### src/rtl/alu_share_arbiter.sv
// Round-robin arbiter/sequencer sharing one combinational 4-bit ALU among NREQ clients.
// Registers the granted operation onto the ALU, captures the result and returns it with the requester ID.
module alu_share_arbiter #(
    parameter int NREQ = 4,
    parameter int IDW  = 2
) (
    input  logic              clk,
    input  logic              rst_n,
    input  logic [NREQ-1:0]   req_valid,
    output logic [NREQ-1:0]   req_ready,
    input  logic [4*NREQ-1:0] req_a,
    input  logic [4*NREQ-1:0] req_b,
    input  logic [8*NREQ-1:0] req_sel,
    output logic [3:0]        alu_a,
    output logic [3:0]        alu_b,
    output logic [7:0]        alu_sel,
    input  logic [3:0]        alu_result,
    output logic              rsp_valid,
    input  logic              rsp_ready,
    output logic [IDW-1:0]    rsp_id,
    output logic [3:0]        rsp_result,
    output logic              rsp_err,
    output logic              busy
);

    // state  | meaning
    // IDLE   | arbitrating; req_ready may assert for the grant winner
    // EXEC   | operands registered on the ALU, result settling
    // RESP   | response held until rsp_ready
    typedef enum logic [1:0] {
        S_IDLE = 2'd0,
        S_EXEC = 2'd1,
        S_RESP = 2'd2
    } state_t;

    state_t         state_q, state_d;
    logic [IDW-1:0] ptr_q, ptr_d;
    logic [3:0]     alu_a_q, alu_a_d;
    logic [3:0]     alu_b_q, alu_b_d;
    logic [7:0]     alu_sel_q, alu_sel_d;
    logic [IDW-1:0] rsp_id_q, rsp_id_d;
    logic [3:0]     rsp_result_q, rsp_result_d;
    logic           rsp_err_q, rsp_err_d;

    logic [IDW-1:0] grant;
    logic           found;
    logic [3:0]     gnt_a;
    logic [3:0]     gnt_b;
    logic [7:0]     gnt_sel;
    logic           exec_err;

    // Descending scan so the candidate closest to ptr (k = 0) is assigned last and wins.
    always_comb begin
        grant = '0;
        found = 1'b0;
        for (int k = NREQ - 1; k >= 0; k--) begin
            if (|(req_valid & (NREQ'(1) << ((int'(ptr_q) + k) % NREQ)))) begin
                grant = IDW'((int'(ptr_q) + k) % NREQ);
                found = 1'b1;
            end
        end
    end

    always_comb begin
        gnt_a   = '0;
        gnt_b   = '0;
        gnt_sel = '0;
        for (int i = 0; i < NREQ; i++) begin
            if (grant == IDW'(i)) begin
                gnt_a   = req_a[4*i +: 4];
                gnt_b   = req_b[4*i +: 4];
                gnt_sel = req_sel[8*i +: 8];
            end
        end
    end

    assign exec_err = (alu_sel_q > 8'h19) ||
                      (((alu_sel_q == 8'h01) || (alu_sel_q == 8'h04)) && (alu_b_q == 4'd0));

    always_comb begin
        state_d      = state_q;
        ptr_d        = ptr_q;
        alu_a_d      = alu_a_q;
        alu_b_d      = alu_b_q;
        alu_sel_d    = alu_sel_q;
        rsp_id_d     = rsp_id_q;
        rsp_result_d = rsp_result_q;
        rsp_err_d    = rsp_err_q;
        req_ready    = '0;
        case (state_q)
            S_IDLE: begin
                if (found) begin
                    req_ready = NREQ'(1) << grant;
                    alu_a_d   = gnt_a;
                    alu_b_d   = gnt_b;
                    alu_sel_d = gnt_sel;
                    rsp_id_d  = grant;
                    ptr_d     = IDW'((int'(grant) + 1) % NREQ);
                    state_d   = S_EXEC;
                end
            end
            S_EXEC: begin
                rsp_err_d    = exec_err;
                rsp_result_d = exec_err ? 4'd0 : alu_result;
                state_d      = S_RESP;
            end
            S_RESP: begin
                if (rsp_ready) begin
                    state_d = S_IDLE;
                end
            end
            default: state_d = S_IDLE;
        endcase
    end

    always_ff @(posedge clk or negedge rst_n) begin
        if (!rst_n) begin
            state_q      <= S_IDLE;
            ptr_q        <= '0;
            alu_a_q      <= 4'd0;
            alu_b_q      <= 4'd0;
            alu_sel_q    <= 8'h10;
            rsp_id_q     <= '0;
            rsp_result_q <= 4'd0;
            rsp_err_q    <= 1'b0;
        end else begin
            state_q      <= state_d;
            ptr_q        <= ptr_d;
            alu_a_q      <= alu_a_d;
            alu_b_q      <= alu_b_d;
            alu_sel_q    <= alu_sel_d;
            rsp_id_q     <= rsp_id_d;
            rsp_result_q <= rsp_result_d;
            rsp_err_q    <= rsp_err_d;
        end
    end

    assign alu_a      = alu_a_q;
    assign alu_b      = alu_b_q;
    assign alu_sel    = alu_sel_q;
    assign rsp_id     = rsp_id_q;
    assign rsp_result = rsp_result_q;
    assign rsp_err    = rsp_err_q;
    assign rsp_valid  = (state_q == S_RESP);
    assign busy       = (state_q != S_IDLE);

endmodule

### config.mk
export PLATFORM = sky130hd
export DESIGN_NAME = alu_share_arbiter
export DESIGN_NICKNAME = d
export VERILOG_FILES = /design/src/rtl/alu_share_arbiter.sv
export SDC_FILE = /design/constraint.sdc
export NUM_CORES = 1
export LEC_CHECK = 0
export CAP_MARGIN = 40
export CORE_MARGIN = 2
export CORE_UTILIZATION = 38
export DETAILED_ROUTE_END_ITERATION = 16
export PLACE_DENSITY = 0.85
export SLEW_MARGIN = 15
export SYNTH_ARGS = -nofsm -noshare
export SYNTH_HDL_FRONTEND = slang
export SYNTH_SLANG_ARGS = --single-unit
### constraint.sdc
create_clock -name clk -period 4.7 [get_ports clk]
set_clock_uncertainty 0.2 [all_clocks]
set_input_delay 0.705 -clock clk [delete_from_list [all_inputs] [get_ports clk]]
set_output_delay 0.705 -clock clk [all_outputs]
set_load 0.05 [all_outputs]
==> out/metrics.cfg, run 1 <==
[critical_path]
cp_data_arrival_time_ns=3.41
setup.worst_path.class=input port to primary output
worstPathRequired_ns=3.80
reg2reg_to=alu_sel[3]
crit_path_start_kind=input port
ff2ff_setup_slack_ns=0.80
cpMaxStageDelayCell=a311oi_1
critPathBufInv=4
worstSetupEndpointType=primary output
ff2ff_path_depth=13
crit_top_cell=inv_1
worstPathMaxFanout=4
crit_chain=clkdlybuf4s50_1, a22o_1, a221oi_1, o32ai_1, a311oi_1, inv_1, ha_1, inv_1, nor2_1, buf_4
reg2reg_from=ptr_q[0]
slowest_delay_ns=0.60
crit_family=compound AO/OA/AOI/OAI gates

[cts]
cts_tree=done
path_clk_slew_ns=0.09
cts_buffers=3
clkLatencyLatePin_ns=0.27
cts_max_level=1
cts_hold_buf=0
cts_buffer_depth=2
cts.sinks=27
cts-resized-gates=0
cts_setup_buffers=0
cts-root-buf=clkbuf_8

[min_path]
holdPathStages=2
hold_end=alu_a[2]
hold_start=alu_a[2]
min_path_type=register to register

[floorplan]
start_util=0.4008
die_h_um=72.24
core_area_mm2=0.004414
fp.dieW_um=72.24
die_area_mm2=0.005218
pin_count=104
row_count=24

[route]
dr.pass1.iters=4
wirelength_um=5553
drt_iter0_drc=133
wl_per_cell_um=15.38
antenna_left=0
vias=1957
route.detailed.drc=0
via_per_inst=5.421

[finish]
n_antenna_cell=0
layout.nets=394
mostFrequentLayoutCells=clkdlybuf4s50_1, dfrtp_1, nand2_1, o21ai_0, a21oi_1
syn2layout_area_growth_pct=65.49
mostFrequentLayoutCell=clkdlybuf4s50_1
drive_above_1_share=0.06472

[sta]
setup-violations-final=0
rsz0062_at_grt=no
slew_violations=0
hold_viol=0
min_period_ns=4.318
finalCritPeriodShare=0.9188
fmax_mhz=231.6
worstMarginPinSlew_ns=0.6429
relSlewSlack=0.5685
fin_tns_setup_ns=0

[synth]
synth-edff-count=0
postSynth.asyncResetShare=1.000
syn-num-nets=292
synth_cell_types=34
synth_compound_area_frac=0.2928
synth_warnings=0
postSynthCellCount=208
synthAdderAreaFrac=0.06365
synthSimpleGateAreaFrac=0.1761
muxShareOfSynthArea=0.03182
synth_top_family_by_area=compound AO/OA/AOI/OAI gates
synth_area_mm2=0.001769
ys_ff_latch=27
avgSynthCellArea_um2=8.506
yosysSeqAreaShare=0.3826
synth-xor-area-share=0.004950
ys.flop_type=dfrtp_1

[global_routing]
busiest_layer=met2
met1_usage=0.2799
antenna_found_initial=0
use_met3=0.03333
grt_use_met2=0.3425
grt_pass1_vias=1862
overflow=0
grt_pass1_wl_um=8659
grt_max_degree=33
grt_use_total=0.2104

[placement]
hpwl_um=4448
port-buffer-count=103
gp_congestion=0.8071

[job]
drv_cap=0

[run_status]
status=finished, final reports clean

## metrics by stage
| stage | hold slack (ns) | cell area (µm²) | util | instances | worst slack [ns] |
|---|---|---|---|---|---|
| 2_1_floorplan | 0.2094 | 1769 | - | 208 | 0.9242 |
| 3_3_place_gp | 0.2645 | 2882 | 0.6528 | 357 | 0.6164 |
| 3_5_place_dp | 0.2768 | 2882 | 0.6528 | 357 | 0.3793 |
| 4_1_cts | 0.2962 | 2928 | 0.6633 | 361 | 0.3648 |
| 5_1_grt | 0.3060 | 2928 | 0.6633 | 361 | 0.1421 |
| 6_report | 0.2935 | 2928 | 0.6633 | 361 | 0.3817 |
## synth_stat cells (2+ instances only)
master | number | area, µm²
a22o_1 | 7 | 61.31
buf_2 | 2 | 10.01
o21ai_0 | 21 | 105.1
a221oi_1 | 14 | 122.6
nand2_1 | 25 | 93.84
nand2b_1 | 2 | 12.51
nor2_1 | 15 | 56.30
and2_1 | 4 | 25.02
ha_1 | 9 | 112.6
nor2b_1 | 2 | 12.51
a21oi_1 | 21 | 105.1
mux2_1 | 4 | 45.04
a22oi_1 | 4 | 30.03
nor3_1 | 14 | 70.07
nand3b_1 | 3 | 22.52
clkbuf_1 | 10 | 37.54
nor4_1 | 2 | 12.51
dfrtp_1 | 26 | 650.6
inv_1 | 8 | 30.03
## metal layers
metal  wire length, µm  vias up
li1                  -      966
met1              2342      883
met2              2692       94
met3               379       14
met4               139        0
met5                 0        -
## how the worst max path moves through the flow
stage | start | endpoint | cells past startpoint
after global placement | req_valid[2] | req_ready[0] | 8
after global routing | req_valid[2] | req_ready[2] | 10
after floorplan | ptr_q[0] | req_ready[2] | 11
after detailed placement | req_valid[2] | req_ready[2] | 10
after CTS | req_valid[2] | req_ready[2] | 10
final | req_valid[2] | req_ready[2] | 10
## layout make-up
| class | count | area (µm²) |
|---|---|---|
| Clock buffer | 3 | 41.29 |
| Clock inverter | 1 | 5.005 |
| Fill cell | 382 | 1486 |
| Inverter | 9 | 33.78 |
| Multi-Input combinational cell | 159 | 1007 |
| Sequential cell | 27 | 676.9 |
| Tap cell | 52 | 65.06 |
| Timing Repair Buffer | 110 | 1099 |
## registers in the layout (all words and copies together), names as in the netlist
register    flops
alu_a           4
rsp_result      4
ptr_q           2
rsp_id          2
alu_b           4
alu_sel         8
state_q         2
rsp_err         1
## worst register-to-register path, stage by stage, from the launching register on
cell and delay (ns):
dfrtp_1 0.44, inv_1 0.10, ha_1 0.26, a22o_1 0.26
a221oi_1 0.46, o32ai_1 0.20, a311oi_1 0.60, ha_1 0.32
buf_4 0.23, nand3b_1 0.14, a21oi_1 0.07, a21oi_1 0.10
o21ai_0 0.10, mux2_1 0.31
## logic make-up after synthesis
kind of cell | count (synthesis)
buffers and inverters | 22
AND/OR/NAND/NOR | 68
XOR/XNOR | 1
adder cells (fa/ha/maj) | 9
AO/OA/AOI/OAI | 76
flip-flops | 27
multiplexers | 5
Power of run 1 is left out: the tool's default activity adds up to more than one toggle a clock period on the data nets, which glitch-free logic cannot reach.
==> inputs of run 2 (changes only) <==
Settings changed: SLEW_MARGIN 15 to 20.
==> results of run 2 <==
No change in the layout: final DEF, timing and power equal those of run 1.
Power of run 2 is left out for the same reason.
